$ cat src/rtl/pipe_ctrl_pkg.sv
// Shared types and defaults for the pipeline hazard/sequencing control slice.
package pipe_ctrl_pkg;

  // Default number of WAIT cycles tolerated before a data-memory access is declared dead.
  localparam int DEF_MEM_TIMEOUT = 64;

  // Execute-stage operand source select.
  typedef enum logic [1:0] {
    FWD_REG = 2'b00,
    FWD_W   = 2'b01,
    FWD_M   = 2'b10
  } fwd_sel_t;

  // Data-memory wait-state controller states.
  typedef enum logic [1:0] {
    IDLE = 2'b00,
    WAIT = 2'b01,
    ERR  = 2'b10
  } mem_state_t;

endpackage

$ cat src/rtl/hazard_ctrl_forward_unit.sv
// Operand forwarding select for one execute-stage source register.
// The M stage holds the younger result, so it wins over W; x0 is never forwarded.
module forward_unit
  import pipe_ctrl_pkg::*;
#(
  parameter int REG_ADDR_W = 5
) (
  input  logic [REG_ADDR_W-1:0] rsE,
  input  logic [REG_ADDR_W-1:0] rdM,
  input  logic                  regWriteM,
  input  logic [REG_ADDR_W-1:0] rdW,
  input  logic                  regWriteW,
  output fwd_sel_t              fwdSel
);

  logic hitM;
  logic hitW;

  assign hitM = regWriteM && (rdM != '0) && (rdM == rsE);
  assign hitW = regWriteW && (rdW != '0) && (rdW == rsE);

  // Pick the youngest in-flight producer of rsE.
  always_comb begin
    fwdSel = FWD_REG;
    if (hitM)      fwdSel = FWD_M;
    else if (hitW) fwdSel = FWD_W;
  end

endmodule

$ cat src/rtl/hazard_ctrl.sv
// Central hazard controller: stall/flush enables, forwarding selects,
// data-memory wait-state FSM with timeout, and a saturating stall counter.
module hazard_ctrl
  import pipe_ctrl_pkg::*;
#(
  parameter int REG_ADDR_W  = 5,
  parameter int MEM_TIMEOUT = DEF_MEM_TIMEOUT,
  parameter int CNT_W       = 16
) (
  input  logic                  clk,
  input  logic                  rst,
  input  logic [REG_ADDR_W-1:0] rs1D_i,
  input  logic [REG_ADDR_W-1:0] rs2D_i,
  input  logic [REG_ADDR_W-1:0] rs1E_i,
  input  logic [REG_ADDR_W-1:0] rs2E_i,
  input  logic [REG_ADDR_W-1:0] rdE_i,
  input  logic                  regWriteE_i,
  input  logic                  resultSRCE_i,
  input  logic [REG_ADDR_W-1:0] rdM_i,
  input  logic                  regWriteM_i,
  input  logic [REG_ADDR_W-1:0] rdW_i,
  input  logic                  regWriteW_i,
  input  logic                  branchTakenE_i,
  input  logic                  memAccessM_i,
  input  logic                  memReadyM_i,
  output logic                  stallF_o,
  output logic                  stallD_o,
  output logic                  stallE_o,
  output logic                  stallM_o,
  output logic                  flushD_o,
  output logic                  flushE_o,
  output logic                  flushW_o,
  output logic [1:0]            forwardAE_o,
  output logic [1:0]            forwardBE_o,
  output logic                  memError_o,
  output logic [CNT_W-1:0]      stallCount_o
);

  // A timeout of 1 still needs a 1-bit timer to hold the compare value 0.
  localparam int TMR_W = (MEM_TIMEOUT > 1) ? $clog2(MEM_TIMEOUT) : 1;
  localparam logic [TMR_W-1:0] TIMER_LAST = TMR_W'(MEM_TIMEOUT - 1);

  mem_state_t       state;
  mem_state_t       nextState;
  logic [TMR_W-1:0] timer;
  logic [TMR_W-1:0] timerNext;
  logic             memStall;
  logic             luHaz;
  logic [CNT_W-1:0] stallCnt;
  fwd_sel_t         fwdA;
  fwd_sel_t         fwdB;

  // Wait-state register and timeout timer.
  always_ff @(posedge clk) begin
    if (rst) begin
      state <= IDLE;
      timer <= '0;
    end else begin
      state <= nextState;
      timer <= timerNext;
    end
  end

  // Next state and memory stall. The stall is raised in the same cycle the
  // access is seen not-ready, and dropped in the cycle ready arrives.
  always_comb begin
    nextState = state;
    timerNext = timer;
    memStall  = 1'b0;
    unique case (state)
      IDLE: begin
        if (memAccessM_i && !memReadyM_i) begin
          memStall  = 1'b1;
          nextState = WAIT;
          timerNext = '0;
        end
      end
      WAIT: begin
        if (memReadyM_i) begin
          nextState = IDLE;
        end else begin
          memStall = 1'b1;
          if (timer == TIMER_LAST) nextState = ERR;
          else                     timerNext = timer + 1'b1;
        end
      end
      ERR: begin
        memStall = 1'b1;
      end
      default: begin
        nextState = IDLE;
      end
    endcase
  end

  // Load in E whose destination feeds an instruction in D; x0 never hazards.
  assign luHaz = resultSRCE_i && regWriteE_i && (rdE_i != '0) &&
                 ((rdE_i == rs1D_i) || (rdE_i == rs2D_i));

  // Stall/flush priority: memory freeze, then taken branch, then load-use.
  always_comb begin
    stallF_o = 1'b0;
    stallD_o = 1'b0;
    stallE_o = 1'b0;
    stallM_o = 1'b0;
    flushD_o = 1'b0;
    flushE_o = 1'b0;
    flushW_o = 1'b0;
    if (!rst) begin
      if (memStall) begin
        stallF_o = 1'b1;
        stallD_o = 1'b1;
        stallE_o = 1'b1;
        stallM_o = 1'b1;
        flushW_o = 1'b1;
      end else if (branchTakenE_i) begin
        // The load-use victim in D is wrong-path, so no stall is needed.
        flushD_o = 1'b1;
        flushE_o = 1'b1;
      end else if (luHaz) begin
        stallF_o = 1'b1;
        stallD_o = 1'b1;
        flushE_o = 1'b1;
      end
    end
  end

  forward_unit #(.REG_ADDR_W(REG_ADDR_W)) uFwdA (
    .rsE       (rs1E_i),
    .rdM       (rdM_i),
    .regWriteM (regWriteM_i),
    .rdW       (rdW_i),
    .regWriteW (regWriteW_i),
    .fwdSel    (fwdA)
  );

  forward_unit #(.REG_ADDR_W(REG_ADDR_W)) uFwdB (
    .rsE       (rs2E_i),
    .rdM       (rdM_i),
    .regWriteM (regWriteM_i),
    .rdW       (rdW_i),
    .regWriteW (regWriteW_i),
    .fwdSel    (fwdB)
  );

  // Forwarding is independent of stalls; only reset masks it.
  assign forwardAE_o = rst ? 2'b00 : fwdA;
  assign forwardBE_o = rst ? 2'b00 : fwdB;

  assign memError_o = (state == ERR);

  // Saturating count of cycles the front end was held.
  always_ff @(posedge clk) begin
    if (rst)                         stallCnt <= '0;
    else if (stallF_o && stallCnt != '1) stallCnt <= stallCnt + 1'b1;
  end

  assign stallCount_o = stallCnt;

endmodule

$ cat config.mk
export PLATFORM = sky130hd
export DESIGN_NAME = hazard_ctrl
export DESIGN_NICKNAME = d
export VERILOG_FILES = /design/src/rtl/pipe_ctrl_pkg.sv /design/src/rtl/hazard_ctrl_forward_unit.sv /design/src/rtl/hazard_ctrl.sv
export SDC_FILE = /design/constraint.sdc
export NUM_CORES = 1
export LEC_CHECK = 0
export BUFFER_PORTS_ARGS = -buffer_cell sky130_fd_sc_hd__buf_2
export CORE_MARGIN = 4
export CORE_UTILIZATION = 43
export DETAILED_ROUTE_END_ITERATION = 7
export GPL_TIMING_DRIVEN = 1
export PLACE_DENSITY = 0.76
export RECOVER_POWER = 100
export SLEW_MARGIN = 5
export SYNTH_ARGS = -nofsm -noshare
export SYNTH_HDL_FRONTEND = slang
export SYNTH_SLANG_ARGS = --single-unit
$ cat constraint.sdc
create_clock -name clk -period 2.05 [get_ports clk]
set_clock_uncertainty 0.2 [all_clocks]
set_input_delay 0.1025 -clock clk [delete_from_list [all_inputs] [get_ports clk]]
set_output_delay 0.1025 -clock clk [all_outputs]
set_load 0.02 [all_outputs]
## Word level (Yosys, flattened, before mapping)

Cells that the tools add are included.

- Bitwise logic cells: 1
- Equality and inequality tests: 14
- $mul: 0
- Mux-type cells: 29
- Shift-type cells: 0
- Reductions and logical operators: 20
- $lt $le $gt $ge: 0
- Div/mod/pow operators: 0
- $add $sub $neg: 2

Operators by type and width:

| cell | number |
|---|---|
| $eq A5 B5 Y1 | 6 |
| $mux W6 | 3 |
| $add A16 B1 Y16 const B | 1 |
| $mux W1 | 16 |
| $ne A16 B16 Y1 const B | 1 |
| $reduce_bool A5 Y1 | 3 |
| $mux W2 | 7 |
| $pmux W6 S2 | 1 |
| $logic_and A1 B1 Y1 | 11 |
| $add A6 B1 Y6 const B | 1 |
| $eq A6 B6 Y1 const B | 1 |
| $ne A2 B2 Y1 const B | 3 |
| $pmux W2 S3 | 1 |
| $reduce_and A4 Y1 | 1 |
| $ne A3 B3 Y1 const B | 1 |
| $pmux W1 S3 | 1 |
| $reduce_and A3 Y1 | 1 |
| $eq A2 B1 Y1 const B | 1 |
| $eq A2 B2 Y1 const B | 1 |
| $logic_not A2 Y1 | 1 |
| $reduce_bool A2 Y1 | 1 |
| $logic_not A1 Y1 | 1 |
| $logic_or A1 B1 Y1 | 1 |
| $not A1 Y1 | 1 |

- Bits in read-only memories: 0
- Memories kept: 0
- Bits in latches: 0
- Output and inout port bits: 28
- Bits of input ports: 44
- Bits in writable memories: 0
- Register bits: 24
- Logic and storage cells: 69

## Logic depth before layout (Yosys ltp)

- Depth after elaboration: 8
- Gate-level depth with buffers: 9
- Depth with buffers taken out: 7

## Cells and area by module

A second synthesis with hierarchy kept.

- Cells, all modules: 212
- Area, all modules: 1760.4 µm²

Modules (own cells, without submodules):

| module | seq. area each (µm²) | times used | area an instance (µm²) | cells an instance |
|---|---|---|---|---|
| hazard_ctrl | 480.5 | 1 | 1442.6 | 170 |
| forward_unit | 0.0 | 2 | 158.9 | 21 |

## Worst setup path before layout

Ideal clock, no wire load.

- Kind: register -> register
- From: register stallCnt[0] (netlist: stallCount_o[0])
- To: register stallCnt[1] (netlist: stallCount_o[1])
- Arrival: 1.956 ns
- Period minus slack after synthesis: 2.283 ns
- Slack: -0.233 ns
- Cell stages (with the launch flop): 10
- Library setup time: 0.128 ns
- Data required time: 1.722 ns
- Cell sequence: dfxtp_1 -> ha_1 -> nand3_1 -> nor4_4 -> a221oi_2 -> o21ba_1 -> buf_6 -> buf_6 -> mux2i_1 -> nor2_1

- Longest elaborated chain between the ends: 2

RTL lines:

| what | RTL line | text |
|---|---|---|
| start: declaration | hazard_ctrl.sv:49 | `logic [CNT_W-1:0] stallCnt;` |
| start signal: assignment | hazard_ctrl.sv:155 | `else if (stallF_o && stallCnt != '1) stallCnt <= stallCnt + 1'b1;` |
| parallel branches: the longest is 2 deep, another holds $add A16 B1 Y16 | n/a |  |

Several ways; the timed one is not identified.
A chain may end at the register's enable or synchronous reset.

## Worst setup path in the final report

- From: register stallCnt[0] (netlist: stallCount_o[0])
- To: register stallCnt[13] (netlist: stallCount_o[13])

Same word-level chain as after synthesis.

==> reports/results.tsv <==
stage	metric	value	unit
outcome	violations	setup timing	
synth	ys_seq_area_share	28.9	%
synth	ys_async_sr_fraction	0	%
cts	cts_max_path_buffers	2	
worst_setup_path	critPathLaunchType	register	
worst_setup_path	cp-end-kind	register	
global_routing	grt_remaining_overflow	0	
global_routing	antenna_found_initial	0	
synth	synth_xor_area_share	18.4	%
floorplanning	die_x	70.2	um
outcome	status	finished with violations	
finish	syn2layout_area_growth	43.2	%
timing	rsz0062_at_grt	true	
synth	synth_edf_count	0	
synth	synth_compound_area_share	17.8	%
worst_setup_path	critPathRequiredTime	2.05	ns
placed_design	placed_cells	337	
flow_run	maxCapViolCount	0	
timing	hold_viol	0	
finish	drive_above_1_share	43.4	%
route	ant_nets	0	
power_and_ir_drop	p_leak	1.02	nW
power_and_ir_drop	switchingPower	274	uW
timing	postLayoutSetupSlackWorst	-0.0208	ns
synth	synthSimpleGateAreaFrac	27.6	%
route	vias_per_cell	5.24	
timing	final.min_clock_period	2.07	ns
power_and_ir_drop	swShare	24.8	%
synth	synth_top_family_by_area	simple AND/OR/NAND/NOR gates	
worst_setup_path	cp.arrival	2.07	ns
synth	synth_seq_cells	24	
synth	synth_nets	249	
timing	tightest_slew	0.357	ns
finish	fillers	330	
route	drt_first_pass_iters	4	
worst_setup_path	crit_type	register to register	
timing	fmax	483	MHz
timing	finalSetupViolations	2	
floorplanning	die_h	70.2	um
synth	syn-mean-instance-area	8.20	sq um
synth	syn-cell-area	1660	sq um
hold_path	worstHoldPathType	primary input to register	
synth	ys.flop_type	dfxtp_1	
power_and_ir_drop	peakVddDrop	0.295	mV
power_and_ir_drop	power.internal	832	uW
finish	antenna-diode-count	0	
floorplanning	fp.coreArea	3690	sq um
cts	h-tree-depth	1	
floorplanning	pin_count	72	
global_routing	grt_pass1_wl	7180	um
synth	synthAdderAreaFrac	1.50	%
route	routed_wl	4410	um
floorplanning	start_util	45.1	%
global_routing	grt.total_usage	17.5	%
timing	maxSlewHeadroom	76.2	%
floorplanning	die-area	4930	sq um
finish	finalNetCount	342	
synth	ys_warn_count	0	
power_and_ir_drop	p_seq_share	42.5	%
cts	clkTransAtPathRegs	0.09	ns
cts	cts_tree	done	
power_and_ir_drop	power	1.11	mW
global_routing	grt_pass1_vias	1654	
route	drt_iter0_drc	38	
route	drc_errors	0	
timing	finalCritPeriodShare	101	%
finish	stdcell_count	343	
synth	postSynthCellCount	203	
cts	cts_root_buffer	clkbuf_8	
power_and_ir_drop	clkPwrFrac	37.7	%
placed_design	numPortBuffers	71	
global_routing	grt_max_degree	16	
timing	report.final.slew_viol_count	0	
worst_setup_path	crit_fanout	4	
cts	cts_sinks	24	
route	num_vias	1796	
synth	ys_types	45	
power_and_ir_drop	p_comb_share	19.9	%
route	wl_per_cell	12.8	um
power_and_ir_drop	power_density	464	nW/um^2
placed_design	gp_congestion	0.798	
cts	clk_latency	0.27	ns
placed_design	dp_hpwl	3580	um
floorplanning	fp-row-count	22	
synth	synth_mux_area_share	0.602	%
cts	cts_buffers	3	
-- routing by layer --
layer  part of all wire [%]  vias to the layer above  routed length, um  global-route usage (%)
li1                       -                      927                  -                       -
met1                     42                      822               1840                    20.4
met2                     52                       37               2300                    31.5
met3                    4.0                       10                177                    3.02
met4                    1.9                        0                 85                    6.60
met5                      0                        -                  0                       0
-- worst max-delay path, stage by stage, from the launching register on --
cell and delay, ns:
dfxtp_2 0.34, ha_4 0.16, nand3_4 0.09, nor4_4 0.05, a221oi_2 0.24, o21ba_4 0.20, buf_6 0.12, or4_1 0.46
a21oi_1 0.13
-- flip-flops by register name, indices dropped and copies added (netlist names) --
register / flops
stallCount_o: 16
timer: 6
state: 2
-- path summary, 6_finish.rpt --
| check | start | end | slack, ns | cells past startpoint |
|---|---|---|---|---|
| setup / recovery | stallCount_o[0]$_SDFFE_PP0P_ | stallCount_o[13]$_SDFFE_PP0P_ | -0.02 | 8 |
| hold / removal | rst | stallCount_o[14]$_SDFFE_PP0P_ | 0.02 | 3 |
| setup reg to reg | stallCount_o[0]$_SDFFE_PP0P_ | stallCount_o[13]$_SDFFE_PP0P_ | -0.02 | 8 |
| hold reg to reg | stallCount_o[10]$_SDFFE_PP0P_ | stallCount_o[10]$_SDFFE_PP0P_ | 0.31 | 2 |
-- cells in the mapped netlist, types with 2 or more instances --
| cell type | number | share of area, % |
|---|---|---|
| o211ai_1 | 2 | 0.90 |
| nor4_1 | 5 | 1.9 |
| clkbuf_1 | 2 | 0.45 |
| nand2_1 | 14 | 3.2 |
| or2_2 | 2 | 0.75 |
| and3_1 | 2 | 0.75 |
| o41ai_1 | 2 | 1.1 |
| nor3_1 | 6 | 1.8 |
| or3_1 | 9 | 3.4 |
| o21ai_0 | 9 | 2.7 |
| dfxtp_1 | 24 | 29 |
| buf_4 | 3 | 1.4 |
| a21oi_1 | 15 | 4.5 |
| o311ai_0 | 2 | 1.1 |
| inv_1 | 6 | 1.4 |
| o31ai_1 | 3 | 1.4 |
| nand4_1 | 3 | 1.1 |
| xnor2_1 | 10 | 5.3 |
| ha_1 | 2 | 1.5 |
| nor2_1 | 14 | 3.2 |
| nand3_1 | 11 | 3.3 |
| buf_6 | 3 | 2.0 |
| or4_1 | 8 | 3.6 |
| xor2_1 | 25 | 13 |
-- cell usage in the layout (no fill, tap or decap), types with 2 or more instances in the layout --
| cell | count |
|---|---|
| buf_6 | 2 |
| buf_4 | 23 |
| o21ai_0 | 8 |
| nand3_1 | 10 |
| o21ai_1 | 2 |
| clkbuf_8 | 3 |
| o41ai_1 | 2 |
| o211ai_1 | 2 |
| buf_2 | 67 |
| clkbuf_1 | 4 |
| nor2_1 | 14 |
| or4_1 | 7 |
| or2_2 | 2 |
| o31ai_1 | 3 |
| xnor2_1 | 10 |
| nand2_1 | 13 |
| or3_1 | 8 |
| a21oi_2 | 2 |
| dfxtp_1 | 12 |
| inv_1 | 6 |
| dfxtp_2 | 9 |
| dfxtp_4 | 3 |
| nor4_1 | 5 |
| xor2_1 | 25 |
| nor3_1 | 6 |
| nand4_1 | 3 |
| a21oi_1 | 13 |
-- timing repair --
action	CTS	global route
gates resized for setup	5	12
hold buffers	0	0
pin swaps	1	4
setup buffers	1	1
endpoints found under the setup margin	9	17
-- area by class of cell --
cell class | instances | area, sq um | area share, %
clock buffer | 3 | 41.3 | 1.73
inverter | 6 | 22.5 | 0.945
sequential | 24 | 503 | 21.1
timing repair buffer | 96 | 546 | 22.9
multi-input combinational | 165 | 1180 | 49.6
tap | 48 | 60.1 | 2.52
clock inverter | 1 | 30.0 | 1.26
-- power by group through the flow --
stage	clock (mW)	sequential, mW	combinational, mW
floorplan	0	0.484	0.114
detailed placement	0	0.481	0.212
global placement	0	0.481	0.210
finish	0.417	0.470	0.220
CTS	0.424	0.470	0.216
global route	0.440	0.470	0.242
-- stage by stage --
step | cell area, sq um | setup WS (ns) | utilization (%) | TNS, ns | hold slack [ns]
final | 2380 | -0.0208 | 64.6 | -0.0259 | 0.0151
after global routing | 2380 | -0.118 | 64.6 | -0.543 | 0.0215
after CTS | 2330 | -0.0202 | 63.2 | -0.0528 | 0.00907
after detailed placement | 2230 | -0.0597 | 60.5 | -0.156 | 0.278
after global placement | 2230 | -0.00553 | 60.5 | -0.00553 | 0.276
after floorplan | 1710 | 0.00289 | - | 0 | 0.0956
-- logic make-up (layout without fill, tap and decap cells) --
kind of cell,Yosys count,in the layout
adder cells (fa/ha/maj),2,2
multiplexers,1,1
AO/OA/AOI/OAI,45,45
XOR/XNOR,35,35
flip-flops,24,24
buffers and inverters,14,106
AND/OR/NAND/NOR,82,82
Note: power is estimated with default switching activity, not from simulation.
